**src/rtl/button_pkg.sv**
```systemverilog
// Shared types and counter sizing helpers for the push-button front end.
package button_pkg;

    typedef enum logic [1:0] {
        IDLE    = 2'd0,
        PRESSED = 2'd1,
        LONG    = 2'd2
    } press_state_t;

    // Width able to hold 0..max_count; never narrower than one bit.
    function automatic int cnt_width(input int max_count);
        return (max_count < 1) ? 1 : $clog2(max_count + 1);
    endfunction

    // Terminal value of a counter that runs 0..period-1 (0 when period is 0).
    function automatic int last_count(input int period);
        return (period < 1) ? 0 : period - 1;
    endfunction

endpackage

```
**src/rtl/button_channel.sv**
```systemverilog
// One push-button channel: 2-flop synchroniser, consecutive-sample debouncer
// and a short/long/repeat press classifier with registered strobes.
module button_channel
    import button_pkg::*;
#(
    parameter int DEBOUNCE_CYCLES = 50,
    parameter int LONG_CYCLES     = 1000,
    parameter int REPEAT_CYCLES   = 0
) (
    input  logic         clk,
    input  logic         rst_n,
    input  logic         button,
    output logic         state,
    output logic         pulse,
    output logic         release_pulse,
    output logic         short_pulse,
    output logic         long_pulse,
    output logic         repeat_pulse,
    output press_state_t fsm_state
);

    localparam int DW = cnt_width(DEBOUNCE_CYCLES);
    localparam int HW = cnt_width(LONG_CYCLES);
    localparam int RW = cnt_width(REPEAT_CYCLES);

    localparam logic [DW-1:0] DB_LAST   = DW'(last_count(DEBOUNCE_CYCLES));
    localparam logic [HW-1:0] HOLD_LAST = HW'(last_count(LONG_CYCLES));
    localparam logic [RW-1:0] REP_LAST  = RW'(last_count(REPEAT_CYCLES));

    logic          sync_meta;
    logic          sync;
    logic [DW-1:0] db_cnt;
    logic [HW-1:0] hold_cnt;
    logic [RW-1:0] rep_cnt;
    logic          flip;
    logic          rise;
    logic          fall;

    // The classifier reacts on the same edge the debounced level flips, so
    // pulse/state and release_pulse/state-fall land in the same cycle.
    assign flip = (sync != state) && (db_cnt == DB_LAST);
    assign rise = flip && !state;
    assign fall = flip && state;

    always_ff @(posedge clk or negedge rst_n) begin
        if (!rst_n) begin
            sync_meta <= 1'b0;
            sync      <= 1'b0;
            state     <= 1'b0;
            db_cnt    <= '0;
        end else begin
            sync_meta <= button;
            sync      <= sync_meta;
            if (sync == state) begin
                db_cnt <= '0;
            end else if (db_cnt == DB_LAST) begin
                state  <= ~state;
                db_cnt <= '0;
            end else begin
                db_cnt <= db_cnt + DW'(1);
            end
        end
    end

    always_ff @(posedge clk or negedge rst_n) begin
        if (!rst_n) begin
            fsm_state     <= IDLE;
            hold_cnt      <= '0;
            rep_cnt       <= '0;
            pulse         <= 1'b0;
            release_pulse <= 1'b0;
            short_pulse   <= 1'b0;
            long_pulse    <= 1'b0;
            repeat_pulse  <= 1'b0;
        end else begin
            pulse         <= 1'b0;
            release_pulse <= 1'b0;
            short_pulse   <= 1'b0;
            long_pulse    <= 1'b0;
            repeat_pulse  <= 1'b0;
            case (fsm_state)
                IDLE: begin
                    if (rise) begin
                        fsm_state <= PRESSED;
                        pulse     <= 1'b1;
                        hold_cnt  <= '0;
                    end
                end
                PRESSED: begin
                    // Release takes priority over reaching the long threshold.
                    if (fall) begin
                        fsm_state     <= IDLE;
                        release_pulse <= 1'b1;
                        short_pulse   <= 1'b1;
                    end else if (hold_cnt == HOLD_LAST) begin
                        fsm_state  <= LONG;
                        long_pulse <= 1'b1;
                        rep_cnt    <= '0;
                    end else begin
                        hold_cnt <= hold_cnt + HW'(1);
                    end
                end
                LONG: begin
                    if (fall) begin
                        fsm_state     <= IDLE;
                        release_pulse <= 1'b1;
                    end else if (REPEAT_CYCLES > 0) begin
                        if (rep_cnt == REP_LAST) begin
                            repeat_pulse <= 1'b1;
                            rep_cnt      <= '0;
                        end else begin
                            rep_cnt <= rep_cnt + RW'(1);
                        end
                    end
                end
                default: begin
                    fsm_state <= IDLE;
                end
            endcase
        end
    end

endmodule

```
**src/rtl/button_bank.sv**
```systemverilog
// Bank of independent push-button channels; every output is one bit per channel.
module button_bank
    import button_pkg::*;
#(
    parameter int N_BUTTONS       = 5,
    parameter int DEBOUNCE_CYCLES = 50,
    parameter int LONG_CYCLES     = 1000,
    parameter int REPEAT_CYCLES   = 0
) (
    input  logic                 clk,
    input  logic                 rst_n,
    input  logic [N_BUTTONS-1:0] button,
    output logic [N_BUTTONS-1:0] state,
    output logic [N_BUTTONS-1:0] pulse,
    output logic [N_BUTTONS-1:0] release_pulse,
    output logic [N_BUTTONS-1:0] short_pulse,
    output logic [N_BUTTONS-1:0] long_pulse,
    output logic [N_BUTTONS-1:0] repeat_pulse
);

    if (DEBOUNCE_CYCLES < 1) begin : g_bad_debounce
        $error("button_bank: DEBOUNCE_CYCLES must be >= 1");
    end
    if (LONG_CYCLES < 1) begin : g_bad_long
        $error("button_bank: LONG_CYCLES must be >= 1");
    end

    // Per-channel classifier state, kept as a named array for probing.
    press_state_t press_state_unused [N_BUTTONS];

    for (genvar i = 0; i < N_BUTTONS; i++) begin : g_chan
        button_channel #(
            .DEBOUNCE_CYCLES(DEBOUNCE_CYCLES),
            .LONG_CYCLES    (LONG_CYCLES),
            .REPEAT_CYCLES  (REPEAT_CYCLES)
        ) u_chan (
            .clk          (clk),
            .rst_n        (rst_n),
            .button       (button[i]),
            .state        (state[i]),
            .pulse        (pulse[i]),
            .release_pulse(release_pulse[i]),
            .short_pulse  (short_pulse[i]),
            .long_pulse   (long_pulse[i]),
            .repeat_pulse (repeat_pulse[i]),
            .fsm_state    (press_state_unused[i])
        );
    end

endmodule

```
**config.mk**
```make
export PLATFORM = sky130hd
export DESIGN_NAME = button_bank
export DESIGN_NICKNAME = d
export VERILOG_FILES = /design/src/rtl/button_pkg.sv /design/src/rtl/button_channel.sv /design/src/rtl/button_bank.sv
export SDC_FILE = /design/constraint.sdc
export NUM_CORES = 1
export LEC_CHECK = 0
export BUFFER_PORTS_ARGS = -buffer_cell sky130_fd_sc_hd__buf_2
export CAP_MARGIN = 20
export CORE_AREA = 5 5 146 148
export CTS_CLUSTER_DIAMETER = 50
export DETAILED_ROUTE_END_ITERATION = 8
export DIE_AREA = 0 0 151 153
export GPL_ROUTABILITY_DRIVEN = 0
export SLEW_MARGIN = 20
export SYNTH_ARGS = -nofsm -noshare
export SYNTH_HDL_FRONTEND = slang
export SYNTH_SLANG_ARGS = --single-unit
```
**constraint.sdc**
```tcl
create_clock -name clk -period 2.5 [get_ports clk]
set_clock_uncertainty 0.05 [all_clocks]
set_input_delay 0.75 -clock clk [delete_from_list [all_inputs] [get_ports clk]]
set_output_delay 0.75 -clock clk [all_outputs]
set_load 0.03 [all_outputs]
```
==> key figures, run 1 <==
Outcome
  – Status: complete, no violations

Timing
  – Post-route minimum period: 2307 ps
  – Final setup viols: 0
  – Final setup TNS: 0 ps
  – Final setup margin: 192.6 ps
  – Slew headroom: 0.5856
  – Tightest Pin Transition: 615.9 ps
  – Endpoints failing hold: 0
  – Unrepaired setup endpoints after global routing: no
  – Pins Over Slew Limit: 0
  – Fmax: 0.4334 GHz
  – Final Cycle Share: 0.9229

Cells and area
  – Fillers: 2,004
  – Inserted Diodes: 0
  – Fin nets: 787
  – Post-synthesis to final-layout area growth: 14.06%
  – Multi-input gate area: 3317 um^2
  – Register area: 3128 um^2
  – Most frequent cells in the layout: 125 x dfrtp_1, 84 x nand2_1, 68 x nor2_1
  – Commonest non-fill, non-tap cell in the layout: dfrtp_1
  – Ratio of cells with drive above 1 in the final layout: 0.1346

Logic synthesis
  – Adder-Cell Fraction of Synth Area: 0.06216
  – Synthesized instance count: 717
  – Synth Area in Compound Gates: 0.1203
  – Synth Register Bits: 125
  – Xor/xnor cell area share of the yosys netlist: 0.03071
  – Sequential area share after synthesis: 0.4570
  – Main combinational cell family by area after synthesis: simple AND/OR/NAND/NOR gates
  – Mux cell area share after synthesis: 0.02048
  – Library cells used by synthesis: 69
  – Mapped Avg Cell Area: 9.545 um^2
  – Simple-Gate Fraction of Synth Area: 0.2483
  – Synth async-reset ratio: 1.000
  – Post-synth EDFFs: 0
  – Yosys warnings: 0
  – Mapped Area: 6844 um^2
  – Most frequently used flop master after synthesis: dfrtp_1

Power
  – Leakage power: 3.514 nW
  – Internal power: 3.523 mW
  – Max IR drop VDD: 427.7 uV
  – Sw Share: 0.2122
  – Clock power share: 0.508
  – Power density over the cells: 573.0 nW/um^2
  – Flop pwr share: 0.465
  – Combinational share of power: 0.027
  – Psw: 0.9493 mW

Critical path
  – Worst Path Buf+Inv: 0
  – Cell family with most CP delay: simple AND/OR/NAND/NOR gates
  – Slowest-stage cell, CP: or4b_1
  – Crit. End Element: register
  – Arr. time, crit path: 2600 ps
  – Max incr delay on CP: 530 ps
  – Crit-path max FO: 9
  – Worst Path Class, Setup: reg2reg
  – Critical path, cell by cell: or3b_4, o31a_1, a211o_1, or4b_1, nand3_1
  – Worst EP required: 2790 ps
  – CP Launch Type: register

GRT
  – Grt ovf: 0
  – First-pass GRT wire length: 23,470 um
  – Largest net degree at the start of global routing: 46
  – Total track usage: 0.1216
  – Initial antenna violation count: 0
  – Number of global-route vias before repair: 4,944

Routing
  – DRC: 0
  – WL/cell: 12.94 um
  – Vias after detailed routing: 5,170
  – Final wirelength: 13,310 um
  – Violation count after the first detailed-route iteration: 206
  – First-pass iteration count of the detailed router: 4
  – Vias per std cell: 5.029
  – Post-route ant nets: 0

Floorplanning
  – DIE AREA: 23,100 um^2
  – Core Area: 19,910 um^2
  – Row count: 52
  – Initial core utilization: 0.3438
  – IO Count: 37
  – Die X: 151 um
  – Die H: 153 um

Placement
  – Buffers on Ports: 31
  – Dpl ws: 214.0 ps
  – Post-detail-place hpwl: 9296 um

Clocking
  – Post-CTS resize count: 0
  – Postcts setup bufs: 0
  – CTS buffer count: 17
  – Bufs on Longest Clock Path: 2
  – Root Buffer: clkbuf_16
  – Clock latency at the later pin of the worst-skew pair: 410 ps
  – CTS tree: built
  – Reg clk slew, reported paths: 50 ps
  – Clock Sinks: 125
  – CTS H-tree lvls: 4
  – Hold Buf Count CTS: 0

Min path
  – Hold Path Class: in2async

Flow run
  – Number of max-cap violations: 0
[layer usage]
| metal | part of all wire | global-route usage | vias up |
|---|---|---|---|
| met2 | 0.45 | 0.1840 | 66 |
| met4 | 0.0066 | 0.02504 | 0 |
| met5 | 0 | 0 | - |
| met3 | 0.032 | 0.03879 | 9 |
| met1 | 0.51 | 0.1714 | 2485 |
| li1 | - | - | 2610 |
[synthesized netlist by cell type (4+ instances only)]
library cell  instances  area, um^2
nand3_1              45       225.2
inv_1                24       90.09
a211o_1               6       52.55
clkbuf_1             16       60.06
or4b_2                4       40.04
nor2_1               68       255.2
or3_1                 4       25.02
o21ai_0              21       105.1
and3_1               12       75.07
mux2_2                8       90.09
nor3_1               12       60.06
ha_1                 34       425.4
a31oi_1               6       37.54
nand3b_1              5       37.54
xnor2_1              11       96.34
mux2i_1               5       50.05
nand4_1              14       87.58
nand2_1              84       315.3
o211ai_1             13       97.59
o31ai_1               4       30.03
xor2_1               13       113.9
a221o_1               6       60.06
nand4b_1             14       122.6
nor3b_1               4       30.03
a21oi_1              27       135.1
nand2b_1              6       37.54
nor4_1                9       56.30
and2_1               10       62.56
and4_1                5       43.79
buf_4                30       225.2
dfrtp_1             125        3128
or4_1                 4       30.03
[through the flow]
step | power (mW) | instance area [um^2] | hold WS [ps] | utilization | cells
final | 4.473 | 7806 | 213.5 | 0.3921 | 1028
after global routing | 4.667 | 7806 | 237.0 | 0.3921 | 1028
after CTS | 4.548 | 7806 | 219.0 | 0.3921 | 1028
after detailed placement | 2.240 | 7261 | 286.3 | 0.3647 | 997
after global placement | 2.238 | 7261 | 281.4 | 0.3647 | 997
after floorplan | 2.175 | 6859 | 281.2 | - | 721
[path summary, 6_finish.rpt]
| path | cells past startpoint | end | slack (ps) | startpoint |
|---|---|---|---|---|
| max | 5 | g_chan[2].u_chan.hold_cnt[6] | 190 | g_chan[2].u_chan.db_cnt[2] |
| min | 1 | g_chan[1].u_chan.sync_meta | 210 | rst_n |
| max reg2reg | 5 | g_chan[2].u_chan.hold_cnt[6] | 190 | g_chan[2].u_chan.db_cnt[2] |
| min reg2reg | 0 | g_chan[3].u_chan.sync | 300 | g_chan[3].u_chan.sync_meta |
| max in group asynchronous | 2 | g_chan[2].u_chan.db_cnt[2] | 1520 | rst_n |
| min in group clk | 0 | g_chan[3].u_chan.sync | 300 | g_chan[3].u_chan.sync_meta |
[power by group through the flow]
stage | Sequential [mW] | Combinational [mW] | Clock, mW
final | 2.08 | 0.121 | 2.27
after global routing | 2.08 | 0.144 | 2.44
after CTS | 2.08 | 0.127 | 2.34
after detailed placement | 2.11 | 0.126 | 0
after global placement | 2.11 | 0.124 | 0
after floorplan | 2.11 | 0.0663 | 0
[cells by family (layout without fill, tap and decap cells)]
| family | after synthesis | count (layout) |
|---|---|---|
| buffers and inverters | 79 | 116 |
| xor gates and xnor gates | 24 | 24 |
| and+or+nand+nor | 321 | 321 |
| AOI/OAI and AO/OA | 120 | 120 |
| muxes | 13 | 13 |
| adders and majority gates | 34 | 34 |
| DFF | 125 | 125 |
| other | 1 | 5 |
[cell type report]
class | instances | share of cell area
inverter | 27 | 0.01298
tap | 270 | 0.04328
clock buffer | 24 | 0.06171
sequential | 125 | 0.4007
multi-input combinational | 517 | 0.4249
timing repair buffer | 58 | 0.04824
clock inverter | 7 | 0.008174
[state kept, by name, summed over array words and instances, names as in the netlist]
register	cells
g_chan.u_chan.db_cnt	30
g_chan.u_chan.fsm_state	10
g_chan.u_chan.hold_cnt	50
g_chan.u_chan.long_pulse	5
g_chan.u_chan.pulse	5
g_chan.u_chan.release_pulse	5
g_chan.u_chan.short_pulse	5
g_chan.u_chan.state	5
g_chan.u_chan.sync	5
g_chan.u_chan.sync_meta	5
Power figures use the tool's default switching activity.
==> run 2: changes to the inputs <==
ABC_AREA = 1   (was unset)
CORE_AREA = 5 5 149 151   (was 5 5 146 148)
DIE_AREA = 0 0 154 156   (was 0 0 151 153)
==> run 2 against run 1 <==
  * Sequential power barely moved
  * Design area rose by 1.4%
  * Sequential cell count did not move
  * Non-clock buffer count fell by 24
  * Power rose by 0.75%
  * Register-to-register slack improved by 530 ps
  * Critical path type is now reg2out
==> key figures, run 2 <==
Critical path
  – CP Capture Point: state[4]
  – Arr. time, crit path: 1040 ps (-1560 ps)
  – Worst EP required: 1700 ps (-1090 ps)
  – Critical path, cell by cell: buf_2
  – R2R Path Start: g_chan[3].u_chan.fsm_state[1]
  – Cell count along the critical path: 1 (-4)
  – Worst Path Buf+Inv: 1 (+1)
  – Worst Path Class, Setup: reg2out
  – Slowest-stage cell, CP: dfrtp_1
  – Worst setup path start: g_chan[4].u_chan.state
  – Max incr delay on CP: 390 ps (-140 ps)
  – Crit. End Element: primary output
  – FF-to-FF path depth: 8 (+3)
  – Cell family with most CP delay: flip-flops
  – Register-to-register setup slack: 720 ps (+530 ps)
  – CP Launch Type: register
  – Worst r2r dst: g_chan[3].u_chan.hold_cnt[6]
  – Crit-path max FO: 4 (-5)

Power
  – Leakage power: 3.981 nW (+13%)
  – Psw: 0.9876 mW (+4.0%)
  – Internal power: 3.518 mW (-0.14%)
  – Max IR drop VDD: 396.2 uV (-7.4%)
  – Sw Share: 0.2192 (+0.006935)
  – Clock power share: 0.509 (about the same)
  – Flop pwr share: 0.461 (-0.004)
  – Power density over the cells: 569.5 nW/um^2 (-0.61%)
  – Combinational share of power: 0.030 (+0.003)

Timing
  – Final Cycle Share: 0.7355 (-0.1875)
  – Unrepaired setup endpoints after global routing: no
  – Tightest Pin Transition: 508.2 ps (-107.7 ps)
  – Final setup TNS: 0 ps (unchanged)
  – Slew headroom: 0.6612 (+0.07556)
  – Final setup margin: 661.3 ps (+468.7 ps)
  – Post-route minimum period: 1839 ps (-468.7 ps)
  – Endpoints failing hold: 0 (unchanged)
  – Fmax: 0.5439 GHz (+25%)
  – Final setup viols: 0 (unchanged)
  – Pins Over Slew Limit: 0 (unchanged)

Cells and area
  – Post-synthesis to final-layout area growth: 11.93%
  – Multi-input gate area: 3261 um^2 (-1.7%)
  – Largest regs: g_chan.u_chan.hold_cnt: 50 flops, g_chan.u_chan.db_cnt: 30 flops, g_chan.u_chan.fsm_state: 10 flops
  – Register area: 3128 um^2 (unchanged)
  – Commonest non-fill, non-tap cell in the layout: nand2_1
  – Fin nets: 988 (+26%)
  – Inserted Diodes: 0 (unchanged)
  – Most frequent cells in the layout: 292 x nand2_1, 125 x dfrtp_1, 123 x nor2_1
  – Fillers: 2,143 (+6.9%)
  – Finished Cell Area: 7913 um^2 (+1.4%)
  – Top reg by flops: g_chan.u_chan.hold_cnt
  – Utilization after layout: 0.3824 (-0.009656)
  – Max reg flops: 50 (unchanged)
  – Ratio of cells with drive above 1 in the final layout: 0.1044 (-0.03018)

Floorplanning
  – Row count: 53 (+1.9%)
  – Die H: 156 um (+2.0%)
  – Core Area: 20,690 um^2 (+3.9%)
  – IO Count: 37 (unchanged)
  – Die X: 154 um (+2.0%)
  – Initial core utilization: 0.3417 (-0.002087)
  – DIE AREA: 24,020 um^2 (+4.0%)

GRT
  – Largest net degree at the start of global routing: 50 (+8.7%)
  – Total track usage: 0.1142 (-0.007371)
  – First-pass GRT wire length: 23,140 um (-1.4%)
  – Number of global-route vias before repair: 5,051 (+2.2%)
  – Grt ovf: 0 (unchanged)
  – Gr busiest metal: met2
  – Initial antenna violation count: 0 (unchanged)
  – Met2 Track Usage GR: 0.1801 (-0.003848)
  – GR Layer Usage met1: 0.1518 (-0.01966)
  – GR Layer Usage met3: 0.03440 (-0.004395)

Logic synthesis
  – Mapped Area: 7069 um^2 (+3.3%)
  – Most frequently used flop master after synthesis: dfrtp_1
  – Synth async-reset ratio: 1.000 (unchanged)
  – Top post-synthesis cells by count: 292 x nand2_1, 125 x dfrtp_1, 123 x nor2_1
  – Post-synth top area cell: dfrtp_1
  – Mapped Avg Cell Area: 7.618 um^2 (-20%)
  – Library cells used by synthesis: 35 (-49%)
  – Post-synth EDFFs: 0 (unchanged)
  – Synth Register Bits: 125 (unchanged)
  – Synth area leaders: dfrtp_1 44%, nand2_1 16%, nor2_1 6.5%
  – Sequential area share after synthesis: 0.4425 (-0.01456)
  – Yosys top cell area share: 0.4425 (-0.01456)
  – Synthesized instance count: 928 (+29%)
  – Yosys warnings: 0 (unchanged)
  – Count leader, synth: nand2_1

Routing
  – Vias per std cell: 4.451 (-11%)
  – First-pass iteration count of the detailed router: 5 (+1)
  – Final wirelength: 13,160 um (-1.1%)
  – Violation count after the first detailed-route iteration: 300 (+46%)
  – Vias after detailed routing: 5,488 (+6.2%)
  – Post-route ant nets: 0 (unchanged)
  – WL/cell: 10.67 um (-18%)
  – DRC: 0 (unchanged)

Placement
  – Placed instance area: 7370 um^2 (+1.5%)
  – Buffers on Ports: 31 (unchanged)
  – Post-detail-place hpwl: 9146 um (-1.6%)
  – Dpl ws: 719.6 ps (+505.7 ps)

Clocking
  – Post-CTS resize count: 0 (unchanged)
  – Root Buffer: clkbuf_16
  – Bufs on Longest Clock Path: 2 (unchanged)
  – Postcts setup bufs: 0 (unchanged)
  – Clock latency at the later pin of the worst-skew pair: 420 ps (about the same)
  – CTS tree: built
  – Clock Sinks: 125 (unchanged)
  – Reg clk slew, reported paths: 60 ps (about the same)
  – Hold Buf Count CTS: 0 (unchanged)
  – CTS H-tree lvls: 4 (unchanged)
  – CTS buffer count: 17 (unchanged)

Flow run
  – Number of max-cap violations: 0 (unchanged)

Outcome
  – Status: complete, no violations

Min path
  – Hold Path Class: in2async
-- run 2: changes by cell type in the layout (fill, tap and decap cells not counted), moves of 8 or more --
cell and change:
and3_1 -11, nand2_1 +208, nand2_2 +16, nor2_1 +55, nand4b_1 -14, inv_1 +89
buf_4 -25, mux2_2 -8, and2_1 -10, nor4_1 -8, o21ai_0 +12, xor2_1 -9
o211ai_1 -13
-- run 2: worst min path at each step --
stage	end	cells after the start	slack (ps)	startpoint
after global routing	g_chan[1].u_chan.state	1	260	rst_n
after floorplan	g_chan[0].u_chan.sync	0	280	g_chan[0].u_chan.sync_meta
after detailed placement	g_chan[1].u_chan.sync	0	280	g_chan[1].u_chan.sync_meta
after global placement	g_chan[4].u_chan.sync	0	280	g_chan[4].u_chan.sync_meta
after CTS	g_chan[1].u_chan.short_pulse	1	230	rst_n
final	g_chan[0].u_chan.fsm_state[0]	1	220	rst_n
-- run 2: cells by family after synthesis --
| kind of cell | after synthesis | share of synthesized area |
|---|---|---|
| AND/OR/NAND/NOR | 533 | 0.3313 |
| buffers and inverters | 152 | 0.09841 |
| flip-flops | 125 | 0.4425 |
| AO/OA/AOI/OAI | 74 | 0.05593 |
| adder cells (fa/ha/maj) | 34 | 0.06018 |
| XOR/XNOR | 9 | 0.01115 |
| other | 1 | 0.0005305 |
-- run 2: power by group through the flow --
stage,Combinational [mW],Clock [mW],Sequential (mW)
6_report,0.136,2.29,2.08
5_1_grt,0.162,2.45,2.08
4_1_cts,0.142,2.36,2.08
3_5_place_dp,0.142,0,2.11
3_3_place_gp,0.140,0,2.11
2_1_floorplan,0.0805,0,2.11
-- run 2: cell type report --
class                   instances  share of cell area
repair buffers                 34             0.02641
clock buffers                  23             0.06040
clock inverters                 7            0.008223
inverters                     114             0.05408
well taps                     275             0.04349
flip-flops and latches        125              0.3953
multi-input cells             655              0.4121
-- run 2: metrics by stage --
stage / hold slack, ps / power [mW] / cells
global placement: 283.9 / 2.251 / 1203
finish: 223.9 / 4.506 / 1233
floorplan: 281.2 / 2.188 / 932
detailed placement: 284.7 / 2.254 / 1203
global route: 263.8 / 4.689 / 1233
CTS: 233.9 / 4.577 / 1233
-- run 2: metal layers --
metal | up-vias | wire length [um]
met5 | - | 0
met4 | 0 | 140
met3 | 10 | 528
met2 | 75 | 5864
met1 | 2487 | 6625
li1 | 2916 | -
